File: config.mk
export PLATFORM = sky130hd
export DESIGN_NAME = shift_req_queue
export DESIGN_NICKNAME = d
export VERILOG_FILES = /design/src/rtl/shift_req_queue_pkg.sv /design/src/rtl/shift_req_fifo.sv /design/src/rtl/shift_req_queue.sv
export SDC_FILE = /design/constraint.sdc
export NUM_CORES = 1
export LEC_CHECK = 0
export BUFFER_PORTS_ARGS = -buffer_cell sky130_fd_sc_hd__buf_2
export CAP_MARGIN = 10
export CORE_ASPECT_RATIO = 0.5
export CORE_MARGIN = 1
export CORE_UTILIZATION = 23
export DETAILED_ROUTE_END_ITERATION = 7
export HOLD_SLACK_MARGIN = 0.1
export PLACE_DENSITY_LB_ADDON = 0.1
export SLEW_MARGIN = 20
export SYNTH_ARGS = -nofsm -noshare
export SYNTH_HDL_FRONTEND = slang
export SYNTH_SLANG_ARGS = --single-unit
File: constraint.sdc
create_clock -name clk -period 2.3 [get_ports clk]
set_input_delay 0.23 -clock clk [delete_from_list [all_inputs] [get_ports clk]]
set_output_delay 0.23 -clock clk [all_outputs]
set_load 0.005 [all_outputs]
File: src/rtl/shift_req_queue_pkg.sv
// rtl/shift_req_queue_pkg.sv - shared widths and request entry type for the shift request queue
package shift_req_queue_pkg;

    localparam int DATA_W = 8;
    localparam int AMT_W  = 3;

    typedef struct packed {
        logic [DATA_W-1:0] data;
        logic [AMT_W-1:0]  amt;
    } req_entry_t;

endpackage

File: src/rtl/shift_req_fifo.sv
// rtl/shift_req_fifo.sv - synchronous FIFO of shift request entries
module shift_req_fifo
    import shift_req_queue_pkg::*;
#(
    parameter int DEPTH = 4
) (
    input  logic                     clk,
    input  logic                     rst,
    input  logic                     push,
    input  req_entry_t               push_entry,
    input  logic                     pop,
    output req_entry_t               head,
    output logic [$clog2(DEPTH):0]   count,
    output logic                     full,
    output logic                     empty
);

    localparam int PW = $clog2(DEPTH);

    req_entry_t      mem [DEPTH];
    logic [PW-1:0]   wr_ptr;
    logic [PW-1:0]   rd_ptr;
    logic            do_push;
    logic            do_pop;

    assign full    = (count == (PW+1)'(DEPTH));
    assign empty   = (count == '0);
    assign do_push = push && !full;
    assign do_pop  = pop && !empty;
    assign head    = mem[rd_ptr];

    // Occupancy is tracked explicitly so full/empty never depend on pointer compare.
    always_ff @(posedge clk or posedge rst) begin
        if (rst) begin
            wr_ptr <= '0;
            rd_ptr <= '0;
            count  <= '0;
        end else begin
            if (do_push) wr_ptr <= wr_ptr + PW'(1);
            if (do_pop)  rd_ptr <= rd_ptr + PW'(1);
            case ({do_push, do_pop})
                2'b10:   count <= count + (PW+1)'(1);
                2'b01:   count <= count - (PW+1)'(1);
                default: count <= count;
            endcase
        end
    end

    always_ff @(posedge clk) begin
        if (do_push) mem[wr_ptr] <= push_entry;
    end

endmodule

File: src/rtl/shift_req_queue.sv
// rtl/shift_req_queue.sv - queued request front-end and response register for the barrel shifter
module shift_req_queue
    import shift_req_queue_pkg::*;
#(
    parameter int DEPTH = 4
) (
    input  logic                     clk,
    input  logic                     rst,
    input  logic                     req_valid,
    output logic                     req_ready,
    input  logic [DATA_W-1:0]        req_data,
    input  logic [AMT_W-1:0]         req_amt,
    output logic [DATA_W-1:0]        sh_in,
    output logic [AMT_W-1:0]         sh_ctrl,
    input  logic [DATA_W-1:0]        sh_out,
    output logic                     rsp_valid,
    input  logic                     rsp_ready,
    output logic [DATA_W-1:0]        rsp_data,
    output logic [AMT_W-1:0]         rsp_amt,
    output logic [$clog2(DEPTH):0]   count
);

    req_entry_t push_entry;
    req_entry_t head;
    logic       full;
    logic       empty;
    logic       push;
    logic       load;

    // req_ready comes straight from registered occupancy; no path from rsp_ready.
    assign req_ready  = !full;
    assign push       = req_valid && req_ready;
    assign load       = !empty && (!rsp_valid || rsp_ready);
    assign push_entry = '{data: req_data, amt: req_amt};

    assign sh_in   = empty ? '0 : head.data;
    assign sh_ctrl = empty ? '0 : head.amt;

    shift_req_fifo #(
        .DEPTH (DEPTH)
    ) u_fifo (
        .clk        (clk),
        .rst        (rst),
        .push       (push),
        .push_entry (push_entry),
        .pop        (load),
        .head       (head),
        .count      (count),
        .full       (full),
        .empty      (empty)
    );

    // Response register terminates the shifter's combinational path.
    always_ff @(posedge clk or posedge rst) begin
        if (rst) begin
            rsp_valid <= 1'b0;
            rsp_data  <= '0;
            rsp_amt   <= '0;
        end else if (load) begin
            rsp_valid <= 1'b1;
            rsp_data  <= sh_out;
            rsp_amt   <= head.amt;
        end else if (rsp_valid && rsp_ready) begin
            rsp_valid <= 1'b0;
        end
    end

endmodule

# ---- Word-level counts from Yosys, hierarchy flattened
# Memories as Yosys holds them, arrays and structs flattened.
# Index checks and enable logic that the tools add are counted.
dict set report totals {
  ff_bits 19
  latchBits 0
  mem_bits_rw 44
  romBits 0
  n_memories 1
}
# memory words width read_ports rd_clocked_by_memory_dff write_ports line
set memory_table {}
lappend memory_table {u_fifo.mem 4 11 1 0 1 shift_req_fifo.sv:20} ;# req_entry_t mem [DEPTH];
dict set report op_classes {
  n_addsub 4
  n_mul 0
  n_div 0
  n_lt_le_gt_ge 0
  eq_ne 3
  shift 0
  muxes 7
  n_bitwise 0
  reduce_logical 12
}
# operator n
set ops {}
lappend ops {{$mux W8} 1}
lappend ops {{$pmux W3 S2} 1}
lappend ops {{$logic_and A1 B1 Y1} 5}
lappend ops {{$add A2 B1 Y2 const B} 2}
lappend ops {{$mux W1} 4}
lappend ops {{$reduce_bool A2 Y1} 2}
lappend ops {{$add A3 B1 Y3 const B} 1}
lappend ops {{$eq A3 B3 Y1 const B} 1}
lappend ops {{$logic_not A1 Y1} 3}
lappend ops {{$logic_not A3 Y1} 1}
lappend ops {{$mux W3} 1}
lappend ops {{$sub A3 B1 Y3 const B} 1}
lappend ops {{$eq A2 B1 Y1 const B} 1}
lappend ops {{$eq A2 B2 Y1 const B} 1}
lappend ops {{$logic_or A1 B1 Y1} 1}

# ---- Logic depth before layout (Yosys ltp)
dict set report depth {
  depth_word 6
  mapped_depth 9
  mapped_depth_nobuf 9
}

# ---- Hierarchy
# Synthesis repeated with hierarchy kept, for this count alone.
dict set report hier_totals {
  cells_unflattened 138
  area_unflattened_um2 2578.7
}
# module n_inst cells_per_inst area_per_inst_um2 seq_area_each_um2
set modules_own_cells {}
lappend modules_own_cells {shift_req_fifo 1 95 2035.7 1496.4}
lappend modules_own_cells {shift_req_queue 1 43 543.0 300.3}

# ---- Least setup slack after synthesis
# OpenSTA, ideal clock, no wires.
dict set report synth_timing {
  path_kind {flip-flop to flip-flop}
  start {register u_fifo.count[0]}
  end {register u_fifo.count[2]}
  arrival_ns 2.031
  slack_ns 0.190
  stages_incl_launch_ff 10
  path_buffers 0
  path_cell_list {dfrtp_1 or3b_4 and2_4 inv_1 ha_1 inv_1 fa_1 xor2_1 nor2_1 xor2_1}
}
dict set report synth_between {
  elab_chain_len 6
}
# element line
set synth_lines {}
lappend synth_lines {{start, declared} shift_req_fifo.sv:13} ;# output logic [$clog2(DEPTH):0] count,
lappend synth_lines {{start signal, assigned} shift_req_fifo.sv:42} ;# 2'b10: count <= count + (PW+1)'(1);
lappend synth_lines {{start signal, assigned} shift_req_fifo.sv:43} ;# 2'b01: count <= count - (PW+1)'(1);
lappend synth_lines {{start signal, assigned} shift_req_fifo.sv:44} ;# default: count <= count;
lappend synth_lines {{$eq A3 B3 Y1 (*)} shift_req_fifo.sv:26} ;# assign full = (count == (PW+1)'(DEPTH));
lappend synth_lines {{$logic_not A1 Y1 (*)} shift_req_queue.sv:31} ;# assign req_ready = !full;
lappend synth_lines {{via req_ready} shift_req_queue.sv:10} ;# output logic req_ready,
lappend synth_lines {{$logic_and A1 B1 Y1} shift_req_queue.sv:32} ;# assign push = req_valid && req_ready;
lappend synth_lines {{$logic_and A1 B1 Y1 (*)} shift_req_fifo.sv:28} ;# assign do_push = push && !full;
lappend synth_lines {{$eq A2 B1 Y1 / $eq A2 B2 Y1 (equally long branches)} shift_req_fifo.sv:41} ;# case ({do_push, do_pop})
lappend synth_lines {{$pmux W3 S2 / $reduce_bool A2 Y1 (equally long branches)} --}
# The timed path passes the listed nets; every way through them passes the cells marked *.
# A chain may end at the register's enable or synchronous reset.

# ---- Worst setup path in the final report
dict set report layout_timing {
  start {register u_fifo.count[0]}
  end {register u_fifo.count[2]}
}
dict set report layout_between {
  elab_chain_len 6
}
# element line
set layout_lines {}
lappend layout_lines {{$eq A3 B3 Y1 / $logic_not A3 Y1 (equally long branches)} {shift_req_fifo.sv:26, shift_req_fifo.sv:27}}
lappend layout_lines {{$logic_not A1 Y1, on equally long branches} --}
lappend layout_lines {{$logic_and A1 B1 Y1, on equally long branches} {shift_req_queue.sv:32, shift_req_queue.sv:33}}
lappend layout_lines {{$logic_and A1 B1 Y1, on equally long branches} {shift_req_fifo.sv:28, shift_req_fifo.sv:29}}
lappend layout_lines {{$eq A2 B1 Y1 / $eq A2 B2 Y1 (equally long branches)} shift_req_fifo.sv:41}
lappend layout_lines {{$pmux W3 S2 / $reduce_bool A2 Y1 (equally long branches)} --}
# Several ways; a longest one is shown, not always the timed one.

==> flow_summary.yaml <==
run_status:
  status: "completed"
placement:
  dpl-instance-area_um2: 2970
  gp_congestion: 0.595
  hpwl_um: 3260
  portBuffers: 49
final_layout:
  syn_to_final_growth_pct: 30.5
  nNetsFinal: 226
  drive_above_1_share: 0.510
  diodes: 0
  nFillCells: 1035
  final_area_um2: 3320
hold_path:
  hp-class: "input pin to flip-flop"
clock_tree:
  path_clk_slew_ns: 0.05
  cts-resized-gates: 0
  clock_tree.htree_level_count: 3
  tritoncts: "built"
  cts_sinks: 63
  root_buffer: "clkbuf_16"
  clk_path_buf_depth: 2
  insertion_delay_ns: 0.33
  cts_inserted_buffers: 9
floorplanning:
  io_pins: 50
  row_count: 26
  core_area_um2: 10500
  die_w_um: 151
  die_h_um: 76.3
  start_util: 0.243
  dieArea_um2: 11500
setup_path:
  cp_max_fo: 6
  end_kind: "flip-flop"
  required_ns: 2.54
  critPathArrivalTime_ns: 2.38
  crit_type: "flip-flop to flip-flop"
  start_kind: "flip-flop"
global_routing:
  antenna_found_initial: 0
  grt_max_degree: 20
  grt.total_usage: 0.0984
  grt_overflow: 0
  grt_pass1_wl_um: 7710
  grt_pass1_vias: 1371
sta:
  timing.slew.headroom: 0.503
  final.setup_skew_ns: 0.00711
  finalSetupTns_ns: 0
  holdWs_ns: 0.115
  slew_violations: 0
  rsz0062_at_grt: "false"
  worst_pin_slew_ns: 0.745
  finalSetupViolCount: 0
  fmax_ghz: 0.468
  min_period_ns: 2.14
  period_share: 0.930
  hold_violations: 0
power:
  p_leak_uw: 0.00131
  ir_drop_mv: 0.312
  p_per_area_nw_per_um2: 1380
yosys:
  syn_inst: 133
  netlist-cell-type-count: 25
  syn-cell-area_um2: 2540
  avgSynthCellArea_um2: 19.1
  synth-seq-cells: 63
  ys_seq_area_frac: 0.707
  ys.warnings.count: 0
  synth_fp_nets: 162
drt:
  drtPass1Iterations: 4
  drc: 0
  highest_layer: "met4"
  wl_met1_um: 2260
  wl_met2_um: 2330
  wire_per_inst_um: 14.8
  vias: 1323
  routed_wl_um: 5060
  drtIter0Drc: 57
  via_per_inst: 3.87
  ant_nets: 0
  wl_met3_um: 354
flow_run:
  max-cap-violations: 0
[layout make-up]
class                   instances  area, um^2  share of cell area
inverters                       7        26.3             0.00792
flip-flops and latches         63        1800               0.541
well taps                     140         175              0.0528
multi-input cells              59         692               0.209
clock buffers                   9         225              0.0679
clock inverters                 7        95.1              0.0287
repair buffers                 57         308              0.0928
[where the power goes]
part	leakage [uW]	switching [uW]	internal, uW	total [uW]
Clock	0.000156	482	948	1430
Combinational	0.000537	721	782	1500
Sequential	0.000622	104	1550	1650
Total	0.00131	1310	3280	4590
[critical path, cell delays in order (launching register included)]
cell,delay [ns]
dfrtp_1,0.37
or3b_4,0.43
and2_4,0.19
inv_1,0.05
ha_1,0.16
inv_1,0.06
fa_1,0.37
xor2_1,0.15
nor2_1,0.11
xor2_1,0.18
[layer usage]
| metal | global-route usage | up-vias |
|---|---|---|
| met5 | 0 | - |
| met4 | 0.0510 | 0 |
| met3 | 0.0461 | 9 |
| met2 | 0.149 | 43 |
| met1 | 0.116 | 644 |
| li1 | - | 627 |
[repair_timing]
| item | 4_1_cts | 5_1_grt |
|---|---|---|
| endpoints found under the setup margin | 0 | 1 |
| hold endpoints to repair | 19 | 0 |
| setup buffers | 0 | 2 |
| hold buffers | 1 | 0 |
[registers in the layout, summed over array words and instances (netlist names)]
signal / flops
rsp_amt: 3
rsp_data: 8
rsp_valid: 1
u_fifo.count: 3
u_fifo.mem: 44
u_fifo.rd_ptr: 2
u_fifo.wr_ptr: 2
[per-stage QoR]
| step | total power [uW] | worst slack (ns) | util | cells |
|---|---|---|---|---|
| 4_1_cts | 4670 | 0.0798 | 0.315 | 340 |
| 2_1_floorplan | 2610 | 0.190 | - | 133 |
| 6_report | 4590 | 0.161 | 0.317 | 342 |
| 3_5_place_dp | 3200 | 0.0995 | 0.284 | 323 |
| 3_3_place_gp | 3170 | 0.186 | 0.284 | 323 |
| 5_1_grt | 4890 | 0.0365 | 0.317 | 342 |
[layout by cell type, fill, tap and decap left out, drive strengths merged, types with 5 or more instances in the layout]
cell type / count
clkbuf: 9
ha: 5
edfxtp: 44
mux2: 12
inv: 8
nor2b: 12
buf: 56
mux4: 11
dfrtp: 19
[kinds of logic after synthesis]
| family | after synthesis | synth area share |
|---|---|---|
| AND/OR/NAND/NOR | 23 | 0.0630 |
| adder cells (fa/ha/maj) | 6 | 0.0325 |
| multiplexers | 24 | 0.156 |
| XOR/XNOR | 6 | 0.0207 |
| flip-flops | 63 | 0.707 |
| buffers and inverters | 11 | 0.0212 |
[final timing paths]
| check | slack [ns] | cells after the start | end | start |
|---|---|---|---|---|
| hold / removal | 0.11 | 1 | u_fifo.mem[2][0] | req_amt[0] |
| setup / recovery | 0.16 | 9 | u_fifo.count[2] | u_fifo.count[0] |
| setup reg to reg | 0.16 | 9 | u_fifo.count[2] | u_fifo.count[0] |
| min in group asynchronous | 0.58 | 3 | u_fifo.rd_ptr[1] | rst |
| hold reg to reg | 0.50 | 1 | rsp_data[4] | rsp_data[4] |
| max in group asynchronous | 1.25 | 3 | u_fifo.count[1] | rst |
[cell usage after synthesis]
master	number	area, um^2
xor2_1	4	35.0
ha_1	5	62.6
nand2b_1	1	6.26
edfxtp_1	44	1320
or3b_4	1	11.3
mux2_4	1	15.0
and3_2	4	30.0
nor2_1	1	3.75
dfrtp_1	19	475
clkbuf_1	1	3.75
inv_1	7	26.3
buf_6	1	11.3
mux2_2	11	124
fa_1	1	20.0
buf_2	1	5.00
nor2b_1	11	68.8
buf_4	1	7.51
nor3_2	1	10.0
nor2b_2	1	8.76
xnor2_1	2	17.5
nand2_1	1	3.75
and2_4	1	8.76
and3b_1	1	8.76
mux4_2	11	248
mux2i_1	1	10.0
Power figures use the tool's default switching activity.
